--- src/rtl/am29xx_seq_slice.sv ---
// Am2909/Am2911-compatible 4-bit microprogram sequencer slice; cascade slices through cin/cout.
// Define AM29XX_STACK_STATUS_EN to add the stk_empty/stk_full occupancy outputs.
module am29xx_seq_slice #(
    parameter int OR_INPUTS   = 1,
    parameter int STACK_DEPTH = 4
) (
    input  logic       clock,
    input  logic       reset,
    input  logic [3:0] din,
    input  logic [3:0] rin,
    input  logic [3:0] orin,
    input  logic       s0,
    input  logic       s1,
    input  logic       zero,
    input  logic       cin,
    input  logic       re,
    input  logic       fe,
    input  logic       pup,
`ifdef AM29XX_STACK_STATUS_EN
    output logic       stk_empty,
    output logic       stk_full,
`endif
    output logic [3:0] yout,
    output logic       cout
);

    localparam int SP_W = $clog2(STACK_DEPTH);

    logic [3:0]      upc_q, upc_d;
    logic [3:0]      ar_q, ar_d;
    logic [SP_W-1:0] sp_q, sp_d;
    logic [3:0]      stk_q [STACK_DEPTH];

    logic [3:0]      mux;
    logic [3:0]      or_eff;
    logic [3:0]      ar_src;
    logic [SP_W-1:0] sp_inc, sp_dec;
    logic            push, pop;

    always_comb begin
        mux = upc_q;
        case ({s1, s0})
            2'b00:   mux = upc_q;
            2'b01:   mux = ar_q;
            2'b10:   mux = stk_q[sp_q];
            default: mux = din;
        endcase
        // The Am2911 has no OR pins and loads its address register from the direct bus.
        or_eff = (OR_INPUTS != 0) ? orin : 4'h0;
        ar_src = (OR_INPUTS != 0) ? rin : din;

        yout = (mux | or_eff) & {4{zero}};
        cout = cin & (yout == 4'hF);

        push   = ~fe & pup;
        pop    = ~fe & ~pup;
        sp_inc = sp_q + SP_W'(1);
        sp_dec = sp_q - SP_W'(1);

        upc_d = yout + {3'b000, cin};
        ar_d  = re ? ar_src : ar_q;
        sp_d  = sp_q;
        if (push) begin
            sp_d = sp_inc;
        end else if (pop) begin
            sp_d = sp_dec;
        end
    end

    always_ff @(posedge clock) begin
        if (reset) begin
            upc_q <= 4'h0;
            ar_q  <= 4'h0;
            sp_q  <= '0;
            for (int i = 0; i < STACK_DEPTH; i++) begin
                stk_q[i] <= 4'h0;
            end
        end else begin
            upc_q <= upc_d;
            ar_q  <= ar_d;
            sp_q  <= sp_d;
            // Push stores the return address: the uPC before this edge's update.
            if (push) begin
                stk_q[sp_inc] <= upc_q;
            end
        end
    end

`ifdef AM29XX_STACK_STATUS_EN
    localparam int OCC_W = $clog2(STACK_DEPTH + 1);

    logic [OCC_W-1:0] occ_q, occ_d;

    function automatic logic [OCC_W-1:0] occ_step(input logic [OCC_W-1:0] occ,
                                                  input logic inc, input logic dec);
        logic [OCC_W-1:0] r;
        r = occ;
        if (inc && occ != OCC_W'(STACK_DEPTH)) begin
            r = occ + OCC_W'(1);
        end else if (dec && occ != '0) begin
            r = occ - OCC_W'(1);
        end
        return r;
    endfunction

    always_comb begin
        occ_d = occ_step(occ_q, push, pop);
    end

    always_ff @(posedge clock) begin
        if (reset) begin
            occ_q <= '0;
        end else begin
            occ_q <= occ_d;
        end
    end

    assign stk_empty = (occ_q == '0);
    assign stk_full  = (occ_q == OCC_W'(STACK_DEPTH));
`endif

endmodule

--- config.mk ---
export PLATFORM = sky130hd
export DESIGN_NAME = am29xx_seq_slice
export DESIGN_NICKNAME = d
export VERILOG_FILES = /design/src/rtl/am29xx_seq_slice.sv
export SDC_FILE = /design/constraint.sdc
export NUM_CORES = 1
export LEC_CHECK = 0
export BUFFER_PORTS_ARGS = -buffer_cell sky130_fd_sc_hd__buf_2
export CORE_ASPECT_RATIO = 0.9
export CORE_UTILIZATION = 49
export CTS_CLUSTER_DIAMETER = 100
export DETAILED_ROUTE_END_ITERATION = 12
export PLACE_DENSITY = 0.79
export SLEW_MARGIN = 5
export SYNTH_ARGS = -nofsm -noshare
export SYNTH_HDL_FRONTEND = slang
export SYNTH_SLANG_ARGS = --single-unit
export TNS_END_PERCENT = 50
--- constraint.sdc ---
create_clock -name clock -period 3.22 [get_ports clock]
set_clock_uncertainty 0.2 [all_clocks]
set_input_delay 0.805 -clock clock [delete_from_list [all_inputs] [get_ports clock]]
set_output_delay 0.805 -clock clock [all_outputs]
set_load 0.1 [all_outputs]
==> PnR_summary.wiki, run 1 <==
{| class="wikitable"
! Metric !! Value
|-
| Final setup viols || 0
|-
| Final Worst Setup Slack || 0.0394 ns
|-
| Worst setup timing slack at the placement stage || 0.00803 ns
|-
| Final hold violation count || 0
|-
| RSZ-0062 raised after global routing || false
|-
| All-Layer GR Usage || 0.209
|-
| Total power after layout || 724 uW
|-
| Area fraction in compound gates after synthesis || 0.111
|-
| Setup total negative slack || 0 ns
|-
| Final weighted congestion in routability-driven placement || 0.829
|-
| Max Buffers Root-to-Sink || 2
|-
| Worst Max-Slew Pin Slew || 0.666 ns
|-
| Post-detailed-route via-to-cell ratio || 5.64
|-
| Synth Area per Inst || 11.0 sq um
|-
| Synthesis-stage register bit count || 28
|-
| Required time at the endpoint of the critical path || 2.21 ns
|-
| Half-perimeter wire length of the detailed placement result || 2.20 mm
|-
| Overall die area || 3020 sq um
|-
| Final Max Slew Viols || 0
|-
| Remaining antenna violation count after routing || 0
|-
| Combined area of all synthesized cells || 1370 sq um
|-
| Number of diodes added for antenna fixing || 0
|-
| Ratio of cells with drive above 1 in the final layout || 0.346
|-
| Slew headroom || 0.552
|-
| I/O pin cnt || 26
|-
| Total number of vias || 1021
|-
| Starting DRT DRC Count || 29
|-
| Root Buffer Master || sky130_fd_sc_hd__clkbuf_4
|-
| Row count || 17
|-
| Pre-Repair DR Iteration Count || 8
|-
| H-tree depth || 1
|-
| Failing checks || DRC
|-
| Area share of xor/xnor cells in the synthesized design || 0.0128
|-
| Share of synthesized area spent on multiplexers || 0.129
|-
| Largest fanout on the critical path || 7
|-
| Pwr/cell area || 430 nW/um^2
|-
| Highest clock frequency the design can meet || 314 MHz
|-
| Min Clock Period, post-route || 3.18 ns
|-
| Post-layout net count || 177
|-
| Starting utilization of the core area || 0.538
|-
| Total length of routed wires || 2.77 mm
|-
| Type of the worst setup path || in2out
|-
| Worst vdd rail ir drop || 0.342 mV
|-
| Arrival time at the worst endpoint || 2.18 ns
|-
| Initial antenna violation count || 0
|-
| Port bufs || 25
|-
| Die width || 57.8 microns
|-
| Maximum number of pins on one net before global-route repair || 16
|-
| Status || finished, violations left
|-
| DRC viols || 3
|-
| Chip Height || 52.2 microns
|-
| Clock transition time at the flip-flop clock pins of the worst setup and hold paths || 0.13 ns
|-
| Clock Sink Count || 28
|-
| Synthesized instance count || 125
|-
| Total of max-cap violations || 0
|-
| CTS Buf Count || 3
|-
| Clock latency on the worst-skew pair || 0.32 ns
|-
| Main combinational cell family by area after synthesis || simple AND/OR/NAND/NOR gates
|-
| Sequential cell area fraction in the yosys report || 0.525
|-
| Routed WL per cell || 15.3 microns
|-
| Syn_nets || 148
|-
| Period Utilization, post-route || 0.988
|-
| Post-synthesis to final-layout area growth || 22.6%
|-
| Utilization after layout || 0.659
|-
| Area of the core || 2550 sq um
|-
| Global-route wire length before repair || 4.57 mm
|-
| Via count of the first global-routing pass || 1020
|-
| Worst hold-check path type || reg2reg
|-
| Arithmetic-cell share of the synthesized area counting full adders, half adders and majority gates || 0.0182
|-
| Finished Cell Area || 1680 sq um
|-
| Residual overflow from global routing || 0
|-
| Worst setup EP type || primary output
|-
| Number of warnings reported in the yosys synthesis log || 0
|-
| Standby leakage power || 0.000720 uW
|-
| Count of cell types in the netlist || 38
|-
| Cell area reported after detailed placement || 1640 sq um
|-
| Clock tree from TritonCTS || yes
|-
| Critical path launch point type || primary input
|-
| Area fraction in and, or, nand and nor cells after synthesis || 0.160
|}
[state kept, by name, indices dropped and copies added (netlist names), named ones only]
register  flops
ar_q          4
upc_q         4
sp_q          2
stk_q        16
[worst paths after layout]
check | cells after the start | to | slack [ns] | startpoint
setup / recovery | 7 | cout | 0.04 | s0
hold / removal | 2 | ar_q[0] | 0.33 | ar_q[0]
setup reg to reg | 7 | upc_q[2] | 0.62 | register
hold reg to reg | 2 | ar_q[0] | 0.33 | ar_q[0]
[synthesized netlist by cell type (all sizes together)]
| cell | count | area, sq um |
|---|---|---|
| a21boi | 1 | 7.51 |
| a21oi | 5 | 32.5 |
| a221oi | 2 | 23.8 |
| a22oi | 1 | 7.51 |
| a31o | 1 | 8.76 |
| a31oi | 1 | 6.26 |
| and3 | 1 | 6.26 |
| and3b | 2 | 17.5 |
| and4b | 1 | 10.0 |
| buf | 3 | 23.8 |
| clkbuf | 4 | 15.0 |
| dfxtp | 12 | 240 |
| edfxtp | 16 | 480 |
| ha | 2 | 25.0 |
| inv | 6 | 22.5 |
| mux2 | 5 | 60.1 |
| mux2i | 9 | 90.1 |
| mux4 | 1 | 26.3 |
| nand2 | 7 | 26.3 |
| nand2b | 3 | 18.8 |
| nand3 | 2 | 10.0 |
| nor2 | 16 | 60.1 |
| nor2b | 2 | 12.5 |
| nor3 | 4 | 20.0 |
| nor3b | 1 | 12.5 |
| o21a | 2 | 15.0 |
| o21ai | 7 | 35.0 |
| o22a | 1 | 8.76 |
| o31ai | 1 | 7.51 |
| or2 | 1 | 6.26 |
| or3 | 3 | 18.8 |
| xor2 | 2 | 17.5 |
[critical path, cell delays in order]
cell	delay (ns)
sky130_fd_sc_hd__clkbuf_4	0.16
sky130_fd_sc_hd__mux2_2	0.34
sky130_fd_sc_hd__o22a_1	0.20
sky130_fd_sc_hd__a21oi_2	0.22
sky130_fd_sc_hd__nor2_4	0.07
sky130_fd_sc_hd__and4b_4	0.21
sky130_fd_sc_hd__buf_12	0.16
[layout by cell type, fill, tap and decap left out, types with 2 or more instances in the layout]
cell / instances
sky130_fd_sc_hd__buf_2: 19
sky130_fd_sc_hd__edfxtp_1: 16
sky130_fd_sc_hd__nor2_1: 14
sky130_fd_sc_hd__dfxtp_1: 11
sky130_fd_sc_hd__mux2i_1: 9
sky130_fd_sc_hd__nand2_1: 7
sky130_fd_sc_hd__o21ai_0: 7
sky130_fd_sc_hd__inv_1: 6
sky130_fd_sc_hd__buf_4: 6
sky130_fd_sc_hd__buf_12: 5
sky130_fd_sc_hd__nor3_1: 4
sky130_fd_sc_hd__clkbuf_4: 4
sky130_fd_sc_hd__a21oi_2: 3
sky130_fd_sc_hd__mux2_2: 3
sky130_fd_sc_hd__nand2b_1: 3
sky130_fd_sc_hd__or3_1: 3
sky130_fd_sc_hd__a221oi_2: 2
sky130_fd_sc_hd__nand3_1: 2
sky130_fd_sc_hd__nor2_4: 2
sky130_fd_sc_hd__nor2b_1: 2
sky130_fd_sc_hd__xor2_1: 2
sky130_fd_sc_hd__a21oi_1: 2
sky130_fd_sc_hd__ha_1: 2
[timing repair]
item | in CTS | in global routing
gates resized for setup | 1 | 3
hold buffers | 0 | 0
endpoints found under the setup margin | 2 | 2
pin swaps | 0 | 1
buffers inserted | 0 | 0
[cell families (layout without fill, tap and decap cells)]
logic type,after synthesis,after routing
AO/OA/AOI/OAI,22,22
adder cells (fa/ha/maj),2,2
XOR/XNOR,2,2
buffers and inverters,13,41
multiplexers,15,15
AND/OR/NAND/NOR,43,43
flip-flops,28,28
[stage by stage]
stage | std cells | hold WS [ns]
3_5_place_dp | 177 | 0.296
3_3_place_gp | 177 | 0.283
2_1_floorplan | 125 | 0.254
4_1_cts | 181 | 0.329
6_report | 181 | 0.326
5_1_grt | 181 | 0.376
[routing by layer]
metal	share of wire	vias to the layer above	track usage
li1	-	507	-
met5	0	-	0
met3	0.063	7	0.0346
met2	0.43	34	0.329
met4	0.025	0	0.115
met1	0.48	473	0.278
[power breakdown]
group | internal (uW) | switching (uW) | total (uW)
clock | 48.5 | 94.1 | 143
combinational | 70.1 | 91.3 | 161
sequential | 401 | 18.8 | 420
[cell type report]
type | instances | area (sq um)
clock buffer | 4 | 26.3
fill | 198 | 870
inverter | 6 | 22.5
multi-input combinational | 84 | 627
sequential | 28 | 724
tap | 28 | 35.0
timing repair buffer | 31 | 248
No activity file was read; power rests on OpenSTA's default activity.
==> inputs of run 2 (changes only) <==
CORE_ASPECT_RATIO = default   (was 0.9)
==> PnR_summary.wiki, run 2 (synthesis results as in run 1) <==
{| class="wikitable"
! Metric !! Value
|-
| Worst setup EP type || primary output
|-
| Row count || 18 (+1)
|-
| Post-synthesis to final-layout area growth || 21.7%
|-
| Pwr/cell area || 445 nW/um^2 (+3.4%)
|-
| Ratio of cells with drive above 1 in the final layout || 0.353 (+0.00654)
|-
| Status || complete, no violations
|-
| Crit path largest cell delay || 0.34 ns (about the same)
|-
| Die width || 54.9 microns (-5.0%)
|-
| Slowest cell on the critical path || sky130_fd_sc_hd__mux2_2
|-
| Total of max-cap violations || 0 (unchanged)
|-
| Overall die area || 3020 sq um (about the same)
|-
| Total number of vias || 1029 (+0.78%)
|-
| Cell area reported after detailed placement || 1610 sq um (-2.1%)
|-
| Pre-Repair DR Iteration Count || 4 (-4)
|-
| DRC viols || 0 (-3)
|-
| Port bufs || 25 (unchanged)
|-
| Global-route wire length before repair || 4.44 mm (-2.7%)
|-
| Worst hold-check path type || reg2reg
|-
| Post-layout net count || 177 (unchanged)
|-
| Cell count of the worst hold path || 2 (unchanged)
|-
| Buffering stage count on the worst path with inverters included || 2 (unchanged)
|-
| Clock tree from TritonCTS || yes
|-
| Top Family by Delay on Critical Path || compound AO/OA/AOI/OAI gates
|-
| Via count of the first global-routing pass || 997 (-2.3%)
|-
| Number of hold-repair buffers added at the cts stage || 0 (unchanged)
|-
| Half-perimeter wire length of the detailed placement result || 2.37 mm (+7.8%)
|-
| Total length of routed wires || 2.90 mm (+4.8%)
|-
| Residual overflow from global routing || 0 (unchanged)
|-
| Largest registers || stk_q: 16 flops, ar_q: 4 flops, upc_q: 4 flops
|-
| Arrival time at the worst endpoint || 2.16 ns (-0.02 ns)
|-
| Initial antenna violation count || 0 (unchanged)
|-
| Chip Height || 54.9 microns (+5.2%)
|-
| Slew headroom || 0.503 (-0.0494)
|-
| Type of the worst setup path || in2out
|-
| Finished Cell Area || 1670 sq um (-0.74%)
|-
| Cell count along the critical path || 7 (unchanged)
|-
| Min Clock Period, post-route || 3.17 ns (-0.0154 ns)
|-
| Clock latency on the worst-skew pair || 0.32 ns (about the same)
|-
| Clock transition time at the flip-flop clock pins of the worst setup and hold paths || 0.14 ns (about the same)
|-
| Most common cell after layout, fill and taps aside || sky130_fd_sc_hd__buf_2
|-
| Final weighted congestion in routability-driven placement || 0.751 (-9.5%)
|-
| Final hold violation count || 0 (unchanged)
|-
| Worst vdd rail ir drop || 0.378 mV (+11%)
|-
| Largest fanout on the critical path || 8 (+1)
|-
| Number of flip-flops under the largest register name || 16 (unchanged)
|-
| Root Buffer Master || sky130_fd_sc_hd__clkbuf_4
|-
| Starting DRT DRC Count || 27 (-6.9%)
|-
| I/O pin cnt || 26 (unchanged)
|-
| Worst path cell trace || clkbuf_4 -> mux2_2 -> o22a_1 -> a21oi_4 -> nor2_4 -> and4b_4 -> buf_12
|-
| Cell depth of the worst flop-to-flop path || 7 (unchanged)
|-
| Number of diodes added for antenna fixing || 0 (unchanged)
|-
| Maximum number of pins on one net before global-route repair || 16 (unchanged)
|-
| Remaining antenna violation count after routing || 0 (unchanged)
|-
| H-tree depth || 1 (unchanged)
|-
| Routed WL per cell || 15.9 microns (+3.7%)
|-
| Highest clock frequency the design can meet || 316 MHz (+0.49%)
|-
| Largest Register || stk_q
|-
| Area of the core || 2570 sq um (+0.59%)
|-
| Commonest cells after routing, fill and taps aside || 21 x sky130_fd_sc_hd__buf_2, 16 x sky130_fd_sc_hd__edfxtp_1, 14 x sky130_fd_sc_hd__nor2_1, 11 x sky130_fd_sc_hd__dfxtp_1, 9 x sky130_fd_sc_hd__mux2i_1
|-
| Standby leakage power || 0.000718 uW (-0.29%)
|-
| Required time at the endpoint of the critical path || 2.21 ns (about the same)
|-
| RSZ-0062 raised after global routing || false
|-
| Max Buffers Root-to-Sink || 2 (unchanged)
|-
| Final setup viols || 0 (unchanged)
|-
| Utilization after layout || 0.651 (-0.00873)
|-
| Period Utilization, post-route || 0.983 (-0.00478)
|-
| Worst Max-Slew Pin Slew || 0.739 ns (+0.0734 ns)
|-
| Critical path launch point type || primary input
|-
| Clock Sink Count || 28 (unchanged)
|-
| Final Max Slew Viols || 0 (unchanged)
|-
| Post-detailed-route via-to-cell ratio || 5.62 (-0.32%)
|-
| All-Layer GR Usage || 0.218 (+0.00868)
|-
| CTS Buf Count || 3 (unchanged)
|-
| Starting utilization of the core area || 0.535 (-0.00314)
|}
## run 2: cell counts in the layout (fill, tap and decap cells not counted)
Identical to the previous run, type by type.
## run 2: cell type report
cell class / instances / area [sq um]
fillers: 221 / 897
flip-flops and latches: 28 / 722
multi-input cells: 84 / 634
repair buffers: 31 / 218
well taps: 30 / 37.5
clock buffers: 4 / 36.3
inverters: 6 / 22.5
## run 2: worst register-to-register path, cell delays in order (launching register included)
cell,delay (ns)
sky130_fd_sc_hd__dfxtp_2,0.41
sky130_fd_sc_hd__mux4_1,0.60
sky130_fd_sc_hd__and3b_1,0.19
sky130_fd_sc_hd__o21a_2,0.25
sky130_fd_sc_hd__ha_1,0.21
sky130_fd_sc_hd__ha_1,0.19
sky130_fd_sc_hd__or3_1,0.34
sky130_fd_sc_hd__a21oi_1,0.16
## run 2: layer usage
layer | wire, microns | GRT usage | up-vias
met5 | 0 | 0 | -
met4 | 34 | 0.0708 | 0
met3 | 101 | 0.0191 | 5
met2 | 1530 | 0.414 | 34
met1 | 1240 | 0.255 | 489
li1 | - | - | 501
## run 2: repair_timing
action / CTS / global route
resized for setup: 2 / 2
pin swaps: 1 / 2
setup endpoints to repair: 2 / 2
setup buffers: 0 / 1
## run 2: stage by stage
stage	std cells	hold WS [ns]	setup WS [ns]	TNS [ns]	power, uW
detailed placement	178	0.294	-0.0224	-0.0224	578
finish	183	0.318	0.0548	0	743
global route	183	0.356	0.000235	0	769
CTS	182	0.326	0.00301	0	736
global placement	178	0.278	0.0319	0	572
floorplan	125	0.254	-0.306	-0.306	531
## run 2: power by group
group / leakage, uW / switching, uW / internal (uW) / total [uW]
combinational: 0.000431 / 93.1 / 64.5 / 158
sequential: 0.000266 / 17.2 / 401 / 418
clock: 0.0000210 / 97.6 / 69.2 / 167
total: 0.000718 / 208 / 535 / 743
## run 2: final timing paths
kind / start / to / slack, ns
hold / removal: ar_q[0] / ar_q[0] / 0.32
setup reg to reg: register / upc_q[2] / 0.62
setup / recovery: s0 / cout / 0.05
hold reg to reg: ar_q[0] / ar_q[0] / 0.32
